<file path="config.mk">
export PLATFORM = sky130hd
export DESIGN_NAME = gray_codec_pipe
export DESIGN_NICKNAME = d
export VERILOG_FILES = /design/src/rtl/gray_codec_pipe.sv
export SDC_FILE = /design/constraint.sdc
export NUM_CORES = 1
export LEC_CHECK = 0
export ABC_AREA = 1
export BUFFER_PORTS_ARGS = -buffer_cell sky130_fd_sc_hd__buf_4
export CAP_MARGIN = 20
export CORE_ASPECT_RATIO = 0.8
export CORE_UTILIZATION = 52
export CTS_CLUSTER_DIAMETER = 40
export DETAILED_ROUTE_END_ITERATION = 8
export HOLD_SLACK_MARGIN = 0.05
export PLACE_DENSITY = 0.77
export SETUP_SLACK_MARGIN = 0.3
export SYNTH_ARGS = -nofsm -noshare
export SYNTH_HDL_FRONTEND = slang
export SYNTH_SLANG_ARGS = --single-unit
</file>
<file path="constraint.sdc">
create_clock -name i_clock -period 1.5 [get_ports i_clock]
set_input_delay 0.075 -clock i_clock [delete_from_list [all_inputs] [get_ports i_clock]]
set_output_delay 0.075 -clock i_clock [all_outputs]
set_load 0.01 [all_outputs]
</file>
<file path="src/rtl/gray_codec_pipe.sv">
// Pipelined binary<->Gray converter on valid/ready streams.
// Decode splits the prefix-XOR chain into MSB-first slices, one per stage.
module gray_codec_pipe #(
  parameter int DATA_WIDTH = 8,
  parameter int STAGES     = 2
) (
  input  logic                  i_clock,
  input  logic                  i_aresetn,
  input  logic                  i_valid,
  output logic                  o_ready,
  input  logic                  i_mode,
  input  logic [DATA_WIDTH-1:0] i_data,
  output logic                  o_valid,
  input  logic                  i_ready,
  output logic                  o_mode,
  output logic [DATA_WIDTH-1:0] o_data
);

  if (DATA_WIDTH < 2) begin : g_bad_width
    $error("gray_codec_pipe: DATA_WIDTH must be >= 2");
  end
  if (STAGES < 1 || STAGES > DATA_WIDTH) begin : g_bad_stages
    $error("gray_codec_pipe: STAGES must be 1..DATA_WIDTH");
  end

  localparam int SLICE = (DATA_WIDTH + STAGES - 1) / STAGES;

  logic [STAGES-1:0]     vld_q, vld_d;
  logic [STAGES-1:0]     mode_q, mode_d;
  logic [STAGES-1:0]     x_q, x_d;
  logic [DATA_WIDTH-1:0] data_q [STAGES];
  logic [DATA_WIDTH-1:0] data_d [STAGES];

  logic [STAGES-1:0]     src_v;
  logic [STAGES-1:0]     src_m;
  logic [STAGES-1:0]     src_x;
  logic [DATA_WIDTH-1:0] src_d [STAGES];

  logic adv;
  logic x_unused;

  assign adv      = !vld_q[STAGES-1] || i_ready;
  assign o_ready  = adv;
  assign o_valid  = vld_q[STAGES-1];
  assign o_mode   = mode_q[STAGES-1];
  assign o_data   = data_q[STAGES-1];
  // The last stage has nothing left to carry its running XOR into.
  assign x_unused = x_q[STAGES-1];

  always_comb begin
    src_v[0] = i_valid;
    src_m[0] = i_mode;
    src_x[0] = 1'b0;
    src_d[0] = i_data;
    for (int s = 1; s < STAGES; s++) begin
      src_v[s] = vld_q[s-1];
      src_m[s] = mode_q[s-1];
      src_x[s] = x_q[s-1];
      src_d[s] = data_q[s-1];
    end
  end

  always_comb begin
    logic x;
    int   hi;
    int   lo;
    x  = 1'b0;
    hi = 0;
    lo = 0;
    for (int s = 0; s < STAGES; s++) begin
      vld_d[s]  = src_v[s];
      mode_d[s] = src_m[s];
      data_d[s] = src_d[s];
      x         = src_x[s];
      hi        = DATA_WIDTH - 1 - s * SLICE;
      lo        = hi - SLICE + 1;
      if (src_m[s]) begin
        for (int i = DATA_WIDTH - 1; i >= 0; i--) begin
          if (i <= hi && i >= lo) begin
            x            = x ^ src_d[s][i];
            data_d[s][i] = x;
          end
        end
      end else if (s == 0) begin
        data_d[s] = src_d[s] ^ (src_d[s] >> 1);
      end
      x_d[s] = x;
    end
  end

  always_ff @(posedge i_clock or negedge i_aresetn) begin
    if (!i_aresetn) begin
      vld_q  <= '0;
      mode_q <= '0;
      x_q    <= '0;
      for (int s = 0; s < STAGES; s++) begin
        data_q[s] <= '0;
      end
    end else if (adv) begin
      vld_q  <= vld_d;
      mode_q <= mode_d;
      x_q    <= x_d;
      for (int s = 0; s < STAGES; s++) begin
        data_q[s] <= data_d[s];
      end
    end
  end

endmodule

</file>
# Yosys cells after proc, flatten, opt, wreduce, memory -nomap -nowiden
# Index checks and enable logic that the tools add are counted.
word_totals:
  register_bits: 21
  inputBits: 13
  out_inout_bits: 11
  elab_cells: 25
classes:
  muxes: 10
  bitwise: 8
  reduce_logical: 2
op_table:
  columns: ["cell", "n"]
  rows:
  - ["$mux 4", 3]
  - ["$xor 8x7->8", 1]
  - ["$mux 1", 7]
  - ["$xor 1x1->1", 7]
  - ["$logic_not 1->1", 1]
  - ["$logic_or 1x1->1", 1]

# Logic depth before layout (Yosys ltp)
logic_depth:
  ltp_word: 8
  ltp_mapped: 9
  mapped_depth_nobuf: 9

# Worst setup path before layout
# OpenSTA, ideal clock, no wires.
synth_timing:
  path_type: "register to register"
  start: "register vld_q[1]"
  end: "register data_q (netlist bit o_data[0])"
  setup_ns: 0.117
  t_arrival_ns: 0.953
  required_ns: 1.383
  slack_ns: 0.430
  stages_incl_launch_ff: 7
  n_path_buf: 1
  period_less_slack_ns: 1.070
  path_cell_list: "dfrtp_1 > inv_1 > nor2_4 > inv_2 > buf_4 > nand3_1 > nand2_1"
synth_via:
  elab_chain_cells: 2
synth_lines:
  columns: ["element", "line_no", "rtl"]
  rows:
  - ["start: declaration", "28", "logic [STAGES-1:0] vld_q, vld_d;"]
  - ["start signal: assignment", "100", "vld_q <= vld_d;"]
  - ["$logic_not 1->1", "42", "assign adv = !vld_q[STAGES-1] || i_ready;"]
  - ["$logic_or 1x1->1", "42", null]
  - ["named net o_ready", "10", "output logic o_ready,"]
  - ["end signal: indexed assignment", "104", "data_q[s] <= data_d[s];"]
  - ["end: declaration", "31", "logic [DATA_WIDTH-1:0] data_q [STAGES];"]
# The timed path passes the listed nets, and every way through them passes these cells.
# A chain may end at the register's enable or synchronous reset.

# Final worst setup path
layout_timing:
  start: "register data_q[11] (netlist name)"
  end: "register data_q (netlist bit o_data[0])"
layout_via:
  elab_chain_cells: 8
layout_lines:
  columns: ["element", "line_no", "rtl"]
  rows:
  - ["$xor 1x1->1", "80", "x = x ^ src_d[s][i];"]
  - ["$mux 1", "77", "if (src_m[s]) begin"]
  - ["$xor 1x1->1", "80", null]
  - ["$mux 1", "77", null]
  - ["$xor 1x1->1", "80", null]
  - ["$mux 1", "77", null]
  - ["$xor 1x1->1", "80", null]
  - ["$mux 4", "77", null]
# Every way passes these cells. The select of a mux whose other input is x is not followed.

==> metrics.txt <==
outcome completed; MaxCap Viol Count 0; critical path class flip-flop to flip-flop; 1st-iter DRT viols 18; r2r worst-path depth 8; Rows 14; Vias/cell 5.06; Setup Skew 0.00107 ns; cts bufs inserted 3; initial antenna violation count 0; Antenna Nets Post-Route 0; final worst path period share 80.8%; top post-synthesis cells by count 47 x nand2_1, 21 x dfrtp_1, 9 x buf_4, 9 x nand3_1; P_leak 0.703 nW; Diodes inserted 0; clk_lat worst skew 0.30 ns; synthesized area 0.00109 mm2; Placer Congestion 0.863; HP Start i_data[7]; Root Buffer clkbuf_4; critical path fanouts, max 4; RSZ-0062 raised after global routing yes; Worst-path clk slew between 0.1 and 0.15 ns; number of synthesized register bits 21; Crit path required time around 1.7 ns; Starting Density between 50% and 60%; sequential share of the synthesized area between 40% and 50%; hold crit path type input pin to flip-flop; Synth Instances 130; # clock sinks 21; final WL 2110 um; Worst setup EP type flip-flop; Synth async-reset ratio 100%; FF-to-FF End o_data[0]; dominant cell by count in the synthesized netlist nand2_1; gr ovfl total 0; TNS Setup 0 ns; Layout fillers 158; Synth Warn # 0; first-pass GRT wire length 3370 um; top cells by area, synth dfrtp_1 48%, nand2_1 16%, buf_4 6.2%; die height 42.9 um; Hold Slack 0.0617 ns; Die X 53.1 um; endpoints failing setup 0; top cell type's share of synthesized area ~48%; port buffer count 23; Max Freq 826 MHz; R2R Setup Slk 0.29 ns; Slew headroom between 80 and 90%; clock period minus worst slack 1.21 ns; Hold Vio Cnt, Final 0; Max VDD drop 700 uV; CP startpoint kind flip-flop; Post-synth EDFFs 0; Hold Path End data_d[7]; dpl hpwl between 1000 and 1500 um; GRT Overall Usage 20.8%; Syn Area/Cell 8.36 um2; vias in the first global route 794; worst-margin pin slew 0.263 ns; DIE AREA roughly 0.0023 mm2; CTS tree built; Synth Net Count about 140; Syn-to-layout area delta 25.4%; H-tree Lvls 1; ratio of cells with drive above 1 in the final layout 30.6%; largest net degree at the start of global routing 22; Setup WS post-layout 0.289 ns; Max Buffers Root-to-Sink 2; Core Area between 0.0015 and 0.002 mm2; Power Density 1150 mW/mm2; io pins 24; Post-route DRC 0; dpl ws 0.338 ns; via count 915; Pre-Repair DR Iteration Count 4; DR WL/cell between 10 and 15 um; cell taking the most area after synthesis dfrtp_1; reg2reg start data_q[11]; Final Util roughly 70%; nets 171; Synth Flop Type dfrtp_1; hold depth 3; max-slew violation count 0; Unique masters post-synth 20; Critical Path AT 1.42 ns
-- state kept, by name, summed over array words and instances (netlist names) --
signal	flops
data_d	4
o_data	8
x_q	1
data_q	4
mode_q	2
vld_q	2
-- where the power goes --
group | internal (mW) | leakage, nW | switching [mW]
registers | 0.679 | 0.254 | 0.0830
logic | 0.254 | 0.431 | 0.284
clock network | 0.0996 | 0.0177 | 0.175
-- through the flow --
stage                     total power, mW  area (um2)  std cells
after floorplan                      1.12        1090        130
after detailed placement             1.25        1230        168
final                                1.57        1360        181
after global routing                 1.68        1360        181
after CTS                            1.55        1330        180
after global placement               1.23        1230        168
-- per-layer routing --
metal / wire, um / vias up / part of all wire [%] / track usage, %
met2: 1040 / 35 / 49 / 33.2
li1: - / 457 / - / -
met3: 97 / 6 / 4.6 / 2.15
met4: 48 / 0 / 2.3 / 11.1
met1: 927 / 417 / 44 / 27.5
met5: 0 / - / 0 / 0
-- worst max-delay path, cell delays in order (launching register included) --
cell,delay (ns)
dfrtp_1,0.46
inv_2,0.13
nand2_2,0.08
nand3_2,0.09
nand3_1,0.07
nand2_1,0.08
nand3_1,0.07
nand3_1,0.09
nand2_1,0.05
-- logic make-up after synthesis --
group | count (synthesis) | share of synthesized area (%)
AO/OA/AOI/OAI | 13 | 6.79
XOR/XNOR | 8 | 6.44
AND/OR/NAND/NOR | 64 | 26.2
buffers and inverters | 23 | 11.3
multiplexers | 1 | 0.921
flip-flops | 21 | 48.3
-- placed cells by master (no fill, tap or decap) --
master / count
buf_4: 28
buf_6: 1
clkbuf_4: 3
clkinv_2: 1
dfrtp_1: 21
dlygate4sd3_1: 5
inv_1: 7
inv_2: 4
inv_4: 1
mux2i_1: 1
nand2_1: 43
nand2_2: 5
nand2_4: 1
nand3_1: 9
nand3_2: 2
nand3_4: 1
nand4_1: 1
nor2_1: 1
nor2_4: 1
o211ai_1: 1
o21ai_0: 2
o21ai_1: 8
o21bai_1: 1
o221ai_1: 1
xnor2_1: 2
xor2_1: 6
-- repair_timing --
| item | in CTS | in global routing |
|---|---|---|
| hold buffers | 4 | 1 |
| pin swaps | 1 | 0 |
| endpoints found under the hold margin | 24 | 1 |
| gates cloned | 0 | 0 |
| setup endpoints to repair | 1 | 3 |
| resized for setup | 1 | 8 |
| setup buffers | 4 | 0 |
-- worst max-delay path by stage --
stage	slack [ns]	to	from	cells after the start
floorplan	0.43	o_data[0]	vld_q[1]	6
global placement	0.38	o_data[1]	data_q[11]	8
CTS	0.32	o_data[1]	data_q[11]	8
detailed placement	0.34	o_data[1]	data_q[11]	8
finish	0.29	o_data[0]	data_q[11]	8
global route	0.22	o_data[1]	data_q[11]	9
-- area by class of cell --
type,count,area (um2),area share [%]
multi-input combinational,86,462,33.9
tap,24,30.0,2.20
clock buffer,3,22.5,1.65
clock inverter,1,5.00,0.367
timing repair buffer,34,272,19.9
sequential,21,526,38.5
inverter,12,47.5,3.49
(Power assumes the default switching activity.)
